[config.mk]
export PLATFORM = sky130hd
export DESIGN_NAME = pci_read_target_flat
export DESIGN_NICKNAME = d
export VERILOG_FILES = /design/src/rtl/pci_read_target_if.sv /design/src/rtl/pci_read_target.sv /design/src/flat_wrapper.sv
export SDC_FILE = /design/constraint.sdc
export NUM_CORES = 1
export LEC_CHECK = 0
export BUFFER_PORTS_ARGS = -buffer_cell sky130_fd_sc_hd__buf_2
export CORE_ASPECT_RATIO = 1.5
export CORE_MARGIN = 2
export CORE_UTILIZATION = 45
export DETAILED_ROUTE_END_ITERATION = 6
export GPL_TIMING_DRIVEN = 0
export PLACE_DENSITY = 0.64
export SLEW_MARGIN = 20
export SYNTH_ARGS = -nofsm -noshare
export SYNTH_HDL_FRONTEND = slang
export SYNTH_SLANG_ARGS = --single-unit
[constraint.sdc]
create_clock -name clk -period 4 [get_ports clk]
set_input_delay 0.8 -clock clk [delete_from_list [all_inputs] [get_ports clk]]
set_output_delay 0.8 -clock clk [all_outputs]
set_load 0.05 [all_outputs]
[src/rtl/pci_read_target_if.sv]
// Shared PCI bus signals between an initiator (master) and the read target (slave).
// All control signals are active-low, as on the real bus.
interface pci_read_target_if;
  logic        frame;
  logic        irdy;
  logic [3:0]  cbe;
  logic [31:0] ad_in;
  logic [31:0] ad_out;
  logic        ad_oe;
  logic        trdy;
  logic        devsel;
  logic        stop;

  modport master (
    output frame, irdy, cbe, ad_in,
    input  ad_out, ad_oe, trdy, devsel, stop
  );

  modport slave (
    input  frame, irdy, cbe, ad_in,
    output ad_out, ad_oe, trdy, devsel, stop
  );
endinterface

[src/rtl/pci_read_target.sv]
// PCI target that claims memory reads inside its window and answers from a local word memory.
// Define PCI_TGT_DISCONNECT_EN to disconnect (STOP#) at the last word instead of wrapping.
module pci_read_target #(
  parameter logic [31:0] BASE_ADDR   = 32'h0000_1000,
  parameter int          MEM_WORDS   = 8,
  parameter int          WAIT_STATES = 0
) (
  input  logic                         clk,
  input  logic                         rst,
  pci_read_target_if.slave             bus,
  input  logic                         wr_en,
  input  logic [$clog2(MEM_WORDS)-1:0] wr_addr,
  input  logic [31:0]                  wr_data
);
  localparam int            AW       = $clog2(MEM_WORDS);
  localparam logic [AW-1:0] LAST_IDX = AW'(MEM_WORDS - 1);
  localparam logic [1:0]    WS       = 2'(WAIT_STATES);
`ifdef PCI_TGT_DISCONNECT_EN
  localparam bit DISC_EN = 1'b1;
`else
  localparam bit DISC_EN = 1'b0;
`endif

  typedef enum logic [2:0] {
    ST_IDLE, ST_TURN_IN, ST_WAIT, ST_DATA, ST_DISC, ST_TURN_OUT
  } state_t;

  logic [31:0]   mem [MEM_WORDS];
  state_t        state_reg;
  logic [AW-1:0] idx_reg;
  logic [1:0]    cnt_reg;
  logic          trdy_reg;
  logic          devsel_reg;
  logic          stop_reg;
  logic          ad_oe_reg;
  logic [31:0]   ad_out_reg;

  logic [AW-1:0] idx_inc;
  logic [AW-1:0] hit_idx;
  logic [31:0]   cur_word;
  logic [31:0]   nxt_word;
  logic          hit;
  logic          abandon;
  logic          last_word;
  logic          wait_done;

  always_ff @(posedge clk) begin
    if (wr_en) mem[wr_addr] <= wr_data;
  end

  // Backdoor data bypasses the array so a write to the presented word shows up next cycle.
  assign idx_inc   = idx_reg + AW'(1);
  assign cur_word  = (wr_en && wr_addr == idx_reg) ? wr_data : mem[idx_reg];
  assign nxt_word  = (wr_en && wr_addr == idx_inc) ? wr_data : mem[idx_inc];
  assign hit_idx   = bus.ad_in[AW+1:2];
  assign hit       = !bus.frame && bus.cbe == 4'b0110 && bus.ad_in[1:0] == 2'b00 &&
                     bus.ad_in[31:AW+2] == BASE_ADDR[31:AW+2];
  assign abandon   = bus.frame && bus.irdy;
  assign last_word = DISC_EN && idx_reg == LAST_IDX;
  assign wait_done = (state_reg == ST_TURN_IN && cnt_reg == 2'd0) ||
                     (state_reg == ST_WAIT && cnt_reg == 2'd1);

  always_ff @(posedge clk or posedge rst) begin
    if (rst) begin
      state_reg  <= ST_IDLE;
      idx_reg    <= '0;
      cnt_reg    <= '0;
      trdy_reg   <= 1'b1;
      devsel_reg <= 1'b1;
      stop_reg   <= 1'b1;
      ad_oe_reg  <= 1'b0;
      ad_out_reg <= '0;
    end else begin
      case (state_reg)
        ST_IDLE: begin
          if (hit) begin
            idx_reg    <= hit_idx;
            cnt_reg    <= WS;
            devsel_reg <= 1'b0;
            state_reg  <= ST_TURN_IN;
          end
        end
        ST_TURN_IN, ST_WAIT: begin
          if (abandon) begin
            state_reg  <= ST_TURN_OUT;
            devsel_reg <= 1'b1;
            trdy_reg   <= 1'b1;
            stop_reg   <= 1'b1;
            ad_oe_reg  <= 1'b0;
          end else begin
            ad_oe_reg  <= 1'b1;
            ad_out_reg <= cur_word;
            if (state_reg == ST_WAIT) cnt_reg <= cnt_reg - 2'd1;
            if (wait_done) begin
              state_reg <= ST_DATA;
              trdy_reg  <= 1'b0;
              stop_reg  <= !(last_word && !bus.frame);
            end else begin
              state_reg <= ST_WAIT;
            end
          end
        end
        ST_DATA: begin
          if (!bus.irdy && !bus.frame && last_word) begin
            state_reg <= ST_DISC;
            trdy_reg  <= 1'b1;
            stop_reg  <= 1'b0;
            ad_oe_reg <= 1'b0;
          end else if (!bus.irdy && !bus.frame) begin
            idx_reg    <= idx_inc;
            cnt_reg    <= WS;
            ad_out_reg <= nxt_word;
            if (WS != 2'd0) begin
              state_reg <= ST_WAIT;
              trdy_reg  <= 1'b1;
              stop_reg  <= 1'b1;
            end else begin
              stop_reg <= !(DISC_EN && idx_inc == LAST_IDX);
            end
          end else if (bus.frame) begin
            // Last transfer (irdy low) or initiator abandon (irdy high).
            state_reg  <= ST_TURN_OUT;
            devsel_reg <= 1'b1;
            trdy_reg   <= 1'b1;
            stop_reg   <= 1'b1;
            ad_oe_reg  <= 1'b0;
          end else begin
            ad_out_reg <= cur_word;
          end
        end
        ST_DISC: begin
          if (bus.frame) begin
            state_reg  <= ST_TURN_OUT;
            devsel_reg <= 1'b1;
            trdy_reg   <= 1'b1;
            stop_reg   <= 1'b1;
            ad_oe_reg  <= 1'b0;
          end
        end
        ST_TURN_OUT: state_reg <= ST_IDLE;
        default:     state_reg <= ST_IDLE;
      endcase
    end
  end

  assign bus.trdy   = trdy_reg;
  assign bus.devsel = devsel_reg;
  assign bus.stop   = stop_reg;
  assign bus.ad_oe  = ad_oe_reg;
  assign bus.ad_out = ad_out_reg;
endmodule
[src/flat_wrapper.sv]
// flat-port wrapper written by rule: the top's interface ports become plain ports
module pci_read_target_flat 
#(
  parameter logic [31:0] BASE_ADDR   = 32'h0000_1000,
  parameter int          MEM_WORDS   = 8,
  parameter int          WAIT_STATES = 0
)
  (clk, rst, wr_en, wr_addr, wr_data, bus_frame, bus_irdy, bus_cbe, bus_ad_in, bus_ad_out, bus_ad_oe, bus_trdy, bus_devsel, bus_stop);
  pci_read_target_if bus_i ();
  input  logic clk;
  input  logic rst;
  input  logic wr_en;
  input  logic [$clog2(MEM_WORDS)-1:0] wr_addr;
  input  logic [31:0] wr_data;
  input wire logic [$bits(bus_i.frame)-1:0] bus_frame;
  input wire logic [$bits(bus_i.irdy)-1:0] bus_irdy;
  input wire logic [$bits(bus_i.cbe)-1:0] bus_cbe;
  input wire logic [$bits(bus_i.ad_in)-1:0] bus_ad_in;
  output wire logic [$bits(bus_i.ad_out)-1:0] bus_ad_out;
  output wire logic [$bits(bus_i.ad_oe)-1:0] bus_ad_oe;
  output wire logic [$bits(bus_i.trdy)-1:0] bus_trdy;
  output wire logic [$bits(bus_i.devsel)-1:0] bus_devsel;
  output wire logic [$bits(bus_i.stop)-1:0] bus_stop;
  assign bus_i.frame = bus_frame;
  assign bus_i.irdy = bus_irdy;
  assign bus_i.cbe = bus_cbe;
  assign bus_i.ad_in = bus_ad_in;
  assign bus_ad_out = bus_i.ad_out;
  assign bus_ad_oe = bus_i.ad_oe;
  assign bus_trdy = bus_i.trdy;
  assign bus_devsel = bus_i.devsel;
  assign bus_stop = bus_i.stop;
  pci_read_target #(.BASE_ADDR(BASE_ADDR), .MEM_WORDS(MEM_WORDS), .WAIT_STATES(WAIT_STATES)) u_core (.clk(clk), .rst(rst), .bus(bus_i), .wr_en(wr_en), .wr_addr(wr_addr), .wr_data(wr_data));
endmodule
==> flow_summary.yaml <==
synth:
  syn_area_um2: 14300
  synth_edf_count: 256
  ys_ff_latch: 300
  syn_inst: 786
  yosysMostFrequentCell: "edfxtp_1"
  synth_seq_area_share_pct: 61.6
  avgSynthCellArea_um2: 18.2
  synth_top_area_share_pct: 53.9
  yosysWarnings: 0
  synth_top_family_by_area: "multiplexers"
  yosys.area.top_type: "edfxtp_1"
  synth_area_leaders: "edfxtp_1, mux4_2, dfrtp_1"
  synthAdderAreaFrac_pct: 0.263
  synth_flop_cell: "edfxtp_1"
  synth.mux.area_fraction_pct: 25.2
  synthXorXnorAreaFrac_pct: 0.474
  synth.distinct_cells: 48
  yosys.area_share.simple_pct: 3.26
  synth_compound_gate_area_share_pct: 6.55
  async_flop_share_pct: 14.7
  synthTopCellsByCount: "edfxtp_1, mux4_2, mux2i_1"
  synth_nets: 865
detailed_routing:
  num_vias: 8398
  drtIter0Drc: 781
  wl_per_cell_um: 27.0
  drt-total-wl_um: 37200
  ant_nets: 0
  route.detailed.drc: 0
  firstDrtPassIters: 5
  viasPerCell: 6.10
clock_network:
  cts.sinks: 300
  ctsHoldBuffers: 0
  cts_tree: "yes"
  clk_transition_reported_paths_ns: 0.07
  root_buffer: "clkbuf_16"
  clock_latency_ns: 0.57
  numCtsBuffers: 29
  cts_max_path_buffers: 3
  cts_setup_buffers: 0
  ctsResizeCount: 0
  cts_max_level: 1
hold_path:
  worstHoldPathType: "in2async"
worst_setup_path:
  path_class: "reg2reg"
  cp.required_ns: 4.42
  critPathMaxFanout: 10
  crit_path_start: "u_core.idx_reg[1]"
  r2r_start: "u_core.idx_reg[1]"
  start_kind: "flop"
  critPathCaptureType: "flop"
  worstPathArrival_ns: 3.13
global_routing:
  grt_max_degree: 37
  groute.usage.overall_pct: 23.0
  grt_antenna_before_repair: 1
  grt_pass1_vias: 8987
  grt_pass1_wl_um: 55900
  overflow: 0
sta:
  final-setup-viol-count: 0
  clock_skew_ns: 0.0240
  worstMarginPinSlew_ns: 0.895
  period_minus_slack_ns: 2.70
  maxSlewHeadroom_pct: 40.3
  rsz0062_at_grt: "false"
  finalCritPeriodShare_pct: 67.6
  slew_violations: 0
  hold_viol_final: 0
  fmaxAchievable_mhz: 370
  finalHoldWorstSlack_ns: 0.154
floorplan:
  dieWidth_um: 149
  dieArea_um2: 33200
  design.core.area_um2: 31100
  rows: 79
  io_pins: 112
  die_height_um: 222
  start_util_pct: 45.8
pwr:
  switching_power_uw: 4590
  peakVddDrop_uv: 387
  p_total_uw: 12300
  power_frac_seq_pct: 31.7
  p_int_uw: 7750
  power.share.clock_pct: 21.8
  comb_power_share_pct: 46.5
  power.leakage_uw: 0.00580
  switching_share_pct: 37.2
  powerDensity_nw_per_um2: 739
placed_design:
  dp_hpwl_um: 24800
  place.gp.congestion: 0.783
  port_buffers: 109
  place_inst: 1322
final_layout:
  layout-drive-gt1-share_pct: 42.0
  stdcell_count: 1376
  largest_reg_flops: 256
  syn2layout_area_growth_pct: 17.1
  layout.nets: 1027
job:
  maxCapViolCount: 0
outcome:
  status: "completed"
==> metrics by stage <==
step / setup TNS, ns / cell area, um^2 / worst slack (ns) / utilization [%]
after floorplan: 0 / 14300 / 0.303 / -
after global placement: -294.74 / 15300 / -2.66 / 49.2
after detailed placement: 0 / 15800 / 1.17 / 50.7
after CTS: 0 / 16700 / 1.31 / 53.7
after global routing: 0 / 16700 / 1.19 / 53.7
final: 0 / 16700 / 1.30 / 53.7
==> cell families (layout without fill, tap and decap cells) <==
family	after synthesis	in the layout
DFF	300	300
adders and majority gates	3	3
xor gates and xnor gates	6	6
muxes	197	197
AOI/OAI and AO/OA	120	120
other	0	1
and+or+nand+nor	93	93
buffers and inverters	67	251
==> critical path: stages, from the launching register on <==
cell and delay [ns]:
dfrtp_1 0.40, ha_1 0.36, buf_2 0.36, buf_2 0.47, buf_2 0.47, mux2i_1 0.35
a22oi_2 0.12
==> per-layer routing <==
layer / global-route usage, % / routed length (um) / part of all wire, % / vias up
met4: 8.97 / 1310 / 3.5 / 0
met5: 0 / 0 / 0 / -
li1: - / - / - / 3613
met2: 41.1 / 20000 / 54 / 367
met1: 27.8 / 13400 / 36 / 4331
met3: 3.54 / 2430 / 6.5 / 87
==> placed cells by master (no fill, tap or decap), types with 2 or more instances in the layout <==
cell	instances
a21oi_1	9
a22oi_1	8
a22oi_2	20
a2bb2oi_1	5
a31oi_1	27
buf_16	10
buf_2	140
buf_4	12
buf_6	12
bufinv_16	2
clkbuf_1	21
clkbuf_16	29
clkbuf_8	5
clkinv_1	4
clkinv_2	3
clkinvlp_4	2
dfrtp_1	41
dfstp_2	3
edfxtp_1	256
ha_1	3
inv_1	6
mux2_2	4
mux2i_1	64
mux4_2	128
nand2_1	46
nand2b_1	7
nand3_1	3
nand4_1	2
nor2_1	7
nor2_2	2
nor2_4	6
nor3_1	3
nor3_2	2
nor4_1	7
o211ai_1	6
o21ai_0	16
o21ai_2	20
o22ai_1	3
xnor2_1	3
xor2_1	2
==> area by class of cell <==
| type | instances | area, um^2 |
|---|---|---|
| diodes | 1 | 2.50 |
| plain buffers | 60 | 354 |
| clock buffers | 41 | 821 |
| clock inverters | 12 | 114 |
| fillers | 2481 | 14400 |
| inverters | 7 | 28.8 |
| multi-input cells | 419 | 5150 |
| flip-flops and latches | 300 | 8790 |
| well taps | 405 | 507 |
| repair buffers | 131 | 938 |
==> power groups by stage <==
stage,Combinational [uW],Clock [uW],Sequential (uW)
floorplan,3800,0,4500
global placement,5700,0,3970
detailed placement,5780,0,3970
CTS,5800,2740,3910
global route,6140,2860,3940
finish,5740,2690,3910
==> path summary, 6_finish.rpt <==
path / slack, ns / endpoint / cells after the start
hold / removal: 0.15 / u_core.bus.ad_out[30] / 2
hold reg to reg: 0.49 / u_core.bus.devsel / 2
setup / recovery: 1.30 / u_core.bus.ad_out[9] / 6
setup reg to reg: 1.30 / u_core.bus.ad_out[9] / 6
max in group asynchronous: 3.32 / u_core.bus.devsel / 3
min in group clk: 0.49 / u_core.bus.devsel / 2
Power figures use the tool's default switching activity.
